## src/rtl/fp_mac_arbiter.sv

```systemverilog
// fp_mac_arbiter: round-robin front end that shares one pipelined FP multiply-add unit between two requesters
module fp_mac_arbiter #(
  parameter int SIG_WIDTH = 23,
  parameter int EXP_WIDTH = 8,
  parameter int NUM_STAGES = 4,
  localparam int W = SIG_WIDTH + EXP_WIDTH + 1
) (
  input  logic         clk,
  input  logic         rst,
  input  logic         req0_valid,
  output logic         req0_ready,
  input  logic [W-1:0] req0_a,
  input  logic [W-1:0] req0_b,
  input  logic [W-1:0] req0_c,
  input  logic [2:0]   req0_rnd,
  input  logic         req1_valid,
  output logic         req1_ready,
  input  logic [W-1:0] req1_a,
  input  logic [W-1:0] req1_b,
  input  logic [W-1:0] req1_c,
  input  logic [2:0]   req1_rnd,
  input  logic         drain,
  output logic [W-1:0] mac_a,
  output logic [W-1:0] mac_b,
  output logic [W-1:0] mac_c,
  output logic [2:0]   mac_rnd,
  output logic         mac_dg_ctrl,
  input  logic [W-1:0] mac_z,
  input  logic [7:0]   mac_status,
  output logic         resp0_valid,
  output logic         resp1_valid,
  output logic [W-1:0] resp_z,
  output logic [7:0]   resp_status,
  output logic         idle
);
  localparam int CW = $clog2(NUM_STAGES + 1);
  logic                  ptr;
  logic [2:0]            rnd_q;
  logic [NUM_STAGES-1:0] tag_v;
  logic [NUM_STAGES-1:0] tag_id;
  logic [CW-1:0]         cnt;
  logic                  g0;
  logic                  g1;
  logic                  gnt;
  logic                  emerge;
  assign g0 = !rst && !drain && req0_valid && (!ptr || !req1_valid);
  assign g1 = !rst && !drain && req1_valid && (ptr || !req0_valid);
  assign gnt = g0 | g1;
  assign req0_ready = g0;
  assign req1_ready = g1;
  assign mac_a = g0 ? req0_a : g1 ? req1_a : '0;
  assign mac_b = g0 ? req0_b : g1 ? req1_b : '0;
  assign mac_c = g0 ? req0_c : g1 ? req1_c : '0;
  assign mac_dg_ctrl = gnt;
  assign mac_rnd = rst ? 3'd0 : rnd_q;
  assign emerge = !rst && tag_v[NUM_STAGES-1];
  assign resp0_valid = emerge && !tag_id[NUM_STAGES-1];
  assign resp1_valid = emerge && tag_id[NUM_STAGES-1];
  assign resp_z = mac_z;
  assign resp_status = mac_status;
  // the operation retiring this cycle no longer counts as in flight
  assign idle = rst || (!gnt && cnt == CW'(emerge));
  always_ff @(posedge clk) begin
    if (rst) begin
      ptr    <= 1'b0;
      rnd_q  <= 3'd0;
      tag_v  <= '0;
      tag_id <= '0;
      cnt    <= '0;
    end else begin
      tag_v  <= {tag_v[NUM_STAGES-2:0], gnt};
      tag_id <= {tag_id[NUM_STAGES-2:0], g1};
      cnt    <= cnt + CW'(gnt) - CW'(emerge);
      if (gnt) begin
        ptr   <= g0;
        rnd_q <= g0 ? req0_rnd : req1_rnd;
      end
    end
  end
endmodule

```

## config.mk

```make
export PLATFORM = sky130hd
export DESIGN_NAME = fp_mac_arbiter
export DESIGN_NICKNAME = d
export VERILOG_FILES = /design/src/rtl/fp_mac_arbiter.sv
export SDC_FILE = /design/constraint.sdc
export NUM_CORES = 1
export LEC_CHECK = 0
export CAP_MARGIN = 15
export CORE_AREA = 3 3 150 152
export DETAILED_ROUTE_END_ITERATION = 8
export DIE_AREA = 0 0 153 155
export GPL_TIMING_DRIVEN = 0
export SKIP_CTS_REPAIR_TIMING = 1
export SLEW_MARGIN = 5
export SYNTH_ARGS = -nofsm -noshare
export SYNTH_HDL_FRONTEND = slang
export SYNTH_SLANG_ARGS = --single-unit
export TNS_END_PERCENT = 30
```

## constraint.sdc

```tcl
create_clock -name clk -period 3.8 [get_ports clk]
set_input_delay 0.57 -clock clk [delete_from_list [all_inputs] [get_ports clk]]
set_output_delay 0.57 -clock clk [all_outputs]
set_load 0.02 [all_outputs]
```

==> flow_summary.toml, run 1 <==
[die]
die_w_um = 153
die_height_um = 155
initial_utilization = 0.0919
dieArea_um2 = 23700
io_pins = 388
std_cell_rows = 53
coreArea_um2 = 21200

[timing]
period_share = 0.898
setup_violations = 0
final.setup.tns_ns = 0
hold_viol_final = 0
relSlewSlack = 0.700
worst_hold_slack_ns = 0.431
rsz0062_at_grt = "false"
fmaxAchievable_mhz = 293
finalWorstSetupSlack_ns = 0.389
min_period_ns = 3.41
max_slew.worst_pin.slew_ns = 0.450
finClkSkew_ns = 0.00313
slew_violations = 0

[critical_path]
cp-end-kind = "primary output"
startpoint = "rst"
crit_fanout = 10
reg2reg_slack_ns = 1.57
cpPeakStageDelay_ns = 0.64
rr_startpoint = "ptr$_SDFFE_PP0P_"
start_kind = "primary input"
cp-endpoint = "mac_c[21]"
worst_path_max_delay_cell = "clkdlybuf4s50_1"
r2r-end = "cnt[2]$_SDFF_PP0_"
crit_top_cell = "buf_6"
critPathArrivalTime_ns = 2.84
cp.required_ns = 3.23
crit_chain = "clkdlybuf4s50_1, nor2_1, and3_1, buf_6, buf_6, buf_6, a22o_1, clkdlybuf4s50_1"
critical_path_class = "in2out"
r2r_cells = 11

[detailed_routing]
first_pass_iters = 4
avgViaCountPerCell = 3.71
drt_iter0_markers = 72
wire_per_inst_um = 17.1
drt-total-wl_mm = 14.6
drc = 0
via_count = 3146
ant_nets = 0

[layout]
fin_nets = 820
nFillCells = 2308
layout-drive-gt1-share = 0.117
areaGrowthSynthToFinish_pct = 201

[placed_design]
post-dp-hpwl_mm = 12.7
pre_cts_ws_ns = 0.359
port_buffers = 347
gp_congestion = 0.735

[clock_network]
cts_tree = "built"
clockBufferDepth = 2
cts_sinks = 15
path_clk_slew_ns = 0.05
cts_root_buf = "clkbuf_16"
clk-insertion-delay-late_ns = 0.25
cts_buffers = 3
htreeDepth = 1

[flow_run]
drv_cap = 0

[grt]
antenna_found_initial = 2
grt_pass1_vias = 3262
grt_overflow = 0
grt_max_degree = 11
grt_use_total = 0.110
grt_pass1_wl_mm = 20.3

[logic_synthesis]
synth-edff-count = 0
ys_ff_latch = 15
avgSynthCellArea_um2 = 8.75
synthArstFlopShare = 0
netlist-cell-type-count = 26
seq_area_frac_synth = 0.155
synthCells = 222
ys.flop_type = "dfxtp_1"
synth_area_um2 = 1940
synth_warnings = 0
syn_nets = 468

[run_status]
status = "finished, final reports clean"

[pwr]
powerDensity_nw_per_um2 = 169
power_mw = 0.986
vdd_drop_max_v = 0.000131
p_leak_nw = 2.28

[hold_path]
min_path_type = "reg2reg"
## through the flow
stage               cell area (um2)  cells  utilization
global route                   5850    849        0.276
detailed placement             5760    844        0.272
global placement               5760    844        0.272
floorplan                      1940    222            -
CTS                            5840    848        0.276
finish                         5850    849        0.276
## where the power goes
part | switching (mW) | internal, mW | leakage (nW)
clock network | 0.0653 | 0.142 | 0.0371
registers | 0.00358 | 0.166 | 0.122
logic | 0.226 | 0.383 | 2.12
## logic make-up (layout without fill, tap and decap cells)
family          Yosys count  count (layout)  synth area share
simple gates             30              30            0.0895
buf+inv                  68             419             0.261
other cells               0               1                 0
mux                       3               3            0.0155
xor+xnor                  2               2           0.00902
flops                    15              15             0.155
fa+ha+maj                 3               3            0.0232
compound gates          101             101             0.447
## critical path, delay by kind of cell
| kind | cells | cell delay (ns) |
|---|---|---|
| buffers and inverters | 5 | 1.67 |
| AND/OR/NAND/NOR | 2 | 0.45 |
| AO/OA/AOI/OAI | 1 | 0.14 |
## per-layer routing
layer / wire length (um) / vias to the layer above / GRT usage
met5: 13 / - / 0
met1: 5820 / 1428 / 0.130
met3: 1110 / 9 / 0.0303
li1: - / 1516 / -
met4: 120 / 2 / 0.0195
met2: 7490 / 191 / 0.203
## placed cells by master, fill, tap and decap left out
cell and instances:
clkdlybuf4s50_1 347, a22o_1 96, buf_4 40, dfxtp_1 15, buf_6 12, buf_2 10, nor2b_1 10, nand2_1 4
o21ai_1 4, nor2_1 3, nand2b_1 3, inv_1 3, mux2i_1 3, clkbuf_16 3, and3_1 2, or2_1 2
and2b_1 2, clkbuf_1 2, ha_1 2, diode_2 1, nand3_1 1, inv_2 1, and2_1 1, and3b_1 1
nor4_1 1, o21a_1 1, xor2_1 1, xnor2_1 1, fa_1 1, clkinvlp_4 1
## sequential cells by signal, summed over array words and instances, names as in the netlist
name	flops
cnt	3
ptr	1
rnd_q	3
tag_id	4
tag_v	4
## cell usage after synthesis (2+ instances only)
library cell | instances | area, um2
mux2i_1 | 3 | 30.0
and3_1 | 2 | 12.5
buf_2 | 10 | 50.1
nand2_1 | 4 | 15.0
nand2b_1 | 3 | 18.8
nor2_1 | 3 | 11.3
clkbuf_1 | 2 | 7.51
inv_1 | 3 | 11.3
dfxtp_1 | 15 | 300
o21ai_1 | 4 | 20.0
ha_1 | 2 | 25.0
a22o_1 | 96 | 841
nor2b_1 | 10 | 62.6
or2_1 | 2 | 12.5
buf_6 | 12 | 135
buf_4 | 40 | 300
and2b_1 | 2 | 15.0
## final cells by class
class / count / area [um2] / share of cell area
inverters: 4 / 15.0 / 0.00257
clock inverters: 1 / 7.51 / 0.00128
flip-flops and latches: 15 / 300 / 0.0514
well taps: 275 / 344 / 0.0589
clock buffers: 3 / 75.1 / 0.0128
plain buffers: 64 / 493 / 0.0843
repair buffers: 347 / 3470 / 0.594
multi-input cells: 139 / 1130 / 0.194
diodes: 1 / 2.50 / 0.000428
## how the worst min path moves through the flow
stage	from	endpoint	slack [ns]	cells past startpoint
6_report	tag_v[2]$_SDFF_PP0_	tag_v[3]$_SDFF_PP0_	0.43	1
5_1_grt	tag_v[0]$_SDFF_PP0_	tag_v[1]$_SDFF_PP0_	0.47	1
4_1_cts	tag_v[0]$_SDFF_PP0_	tag_v[1]$_SDFF_PP0_	0.44	1
3_5_place_dp	tag_v[2]$_SDFF_PP0_	tag_v[3]$_SDFF_PP0_	0.42	1
3_3_place_gp	tag_id[1]$_SDFF_PP0_	tag_id[2]$_SDFF_PP0_	0.42	1
2_1_floorplan	tag_v[2]$_SDFF_PP0_	tag_v[3]$_SDFF_PP0_	0.41	1
Power figures use the tool's default switching activity.
==> run 2: changes to the inputs <==
Settings changed: HOLD_SLACK_MARGIN from default to 0.03, SLEW_MARGIN 5 to default.
==> results of run 2 <==
Final layout, timing and power as in run 1 (identical DEF).
==> run 3: changes to the inputs <==
Settings changed: SKIP_LAST_GASP from default to 1.
==> results of run 3 <==
Final layout, timing and power as in run 1 (identical DEF).
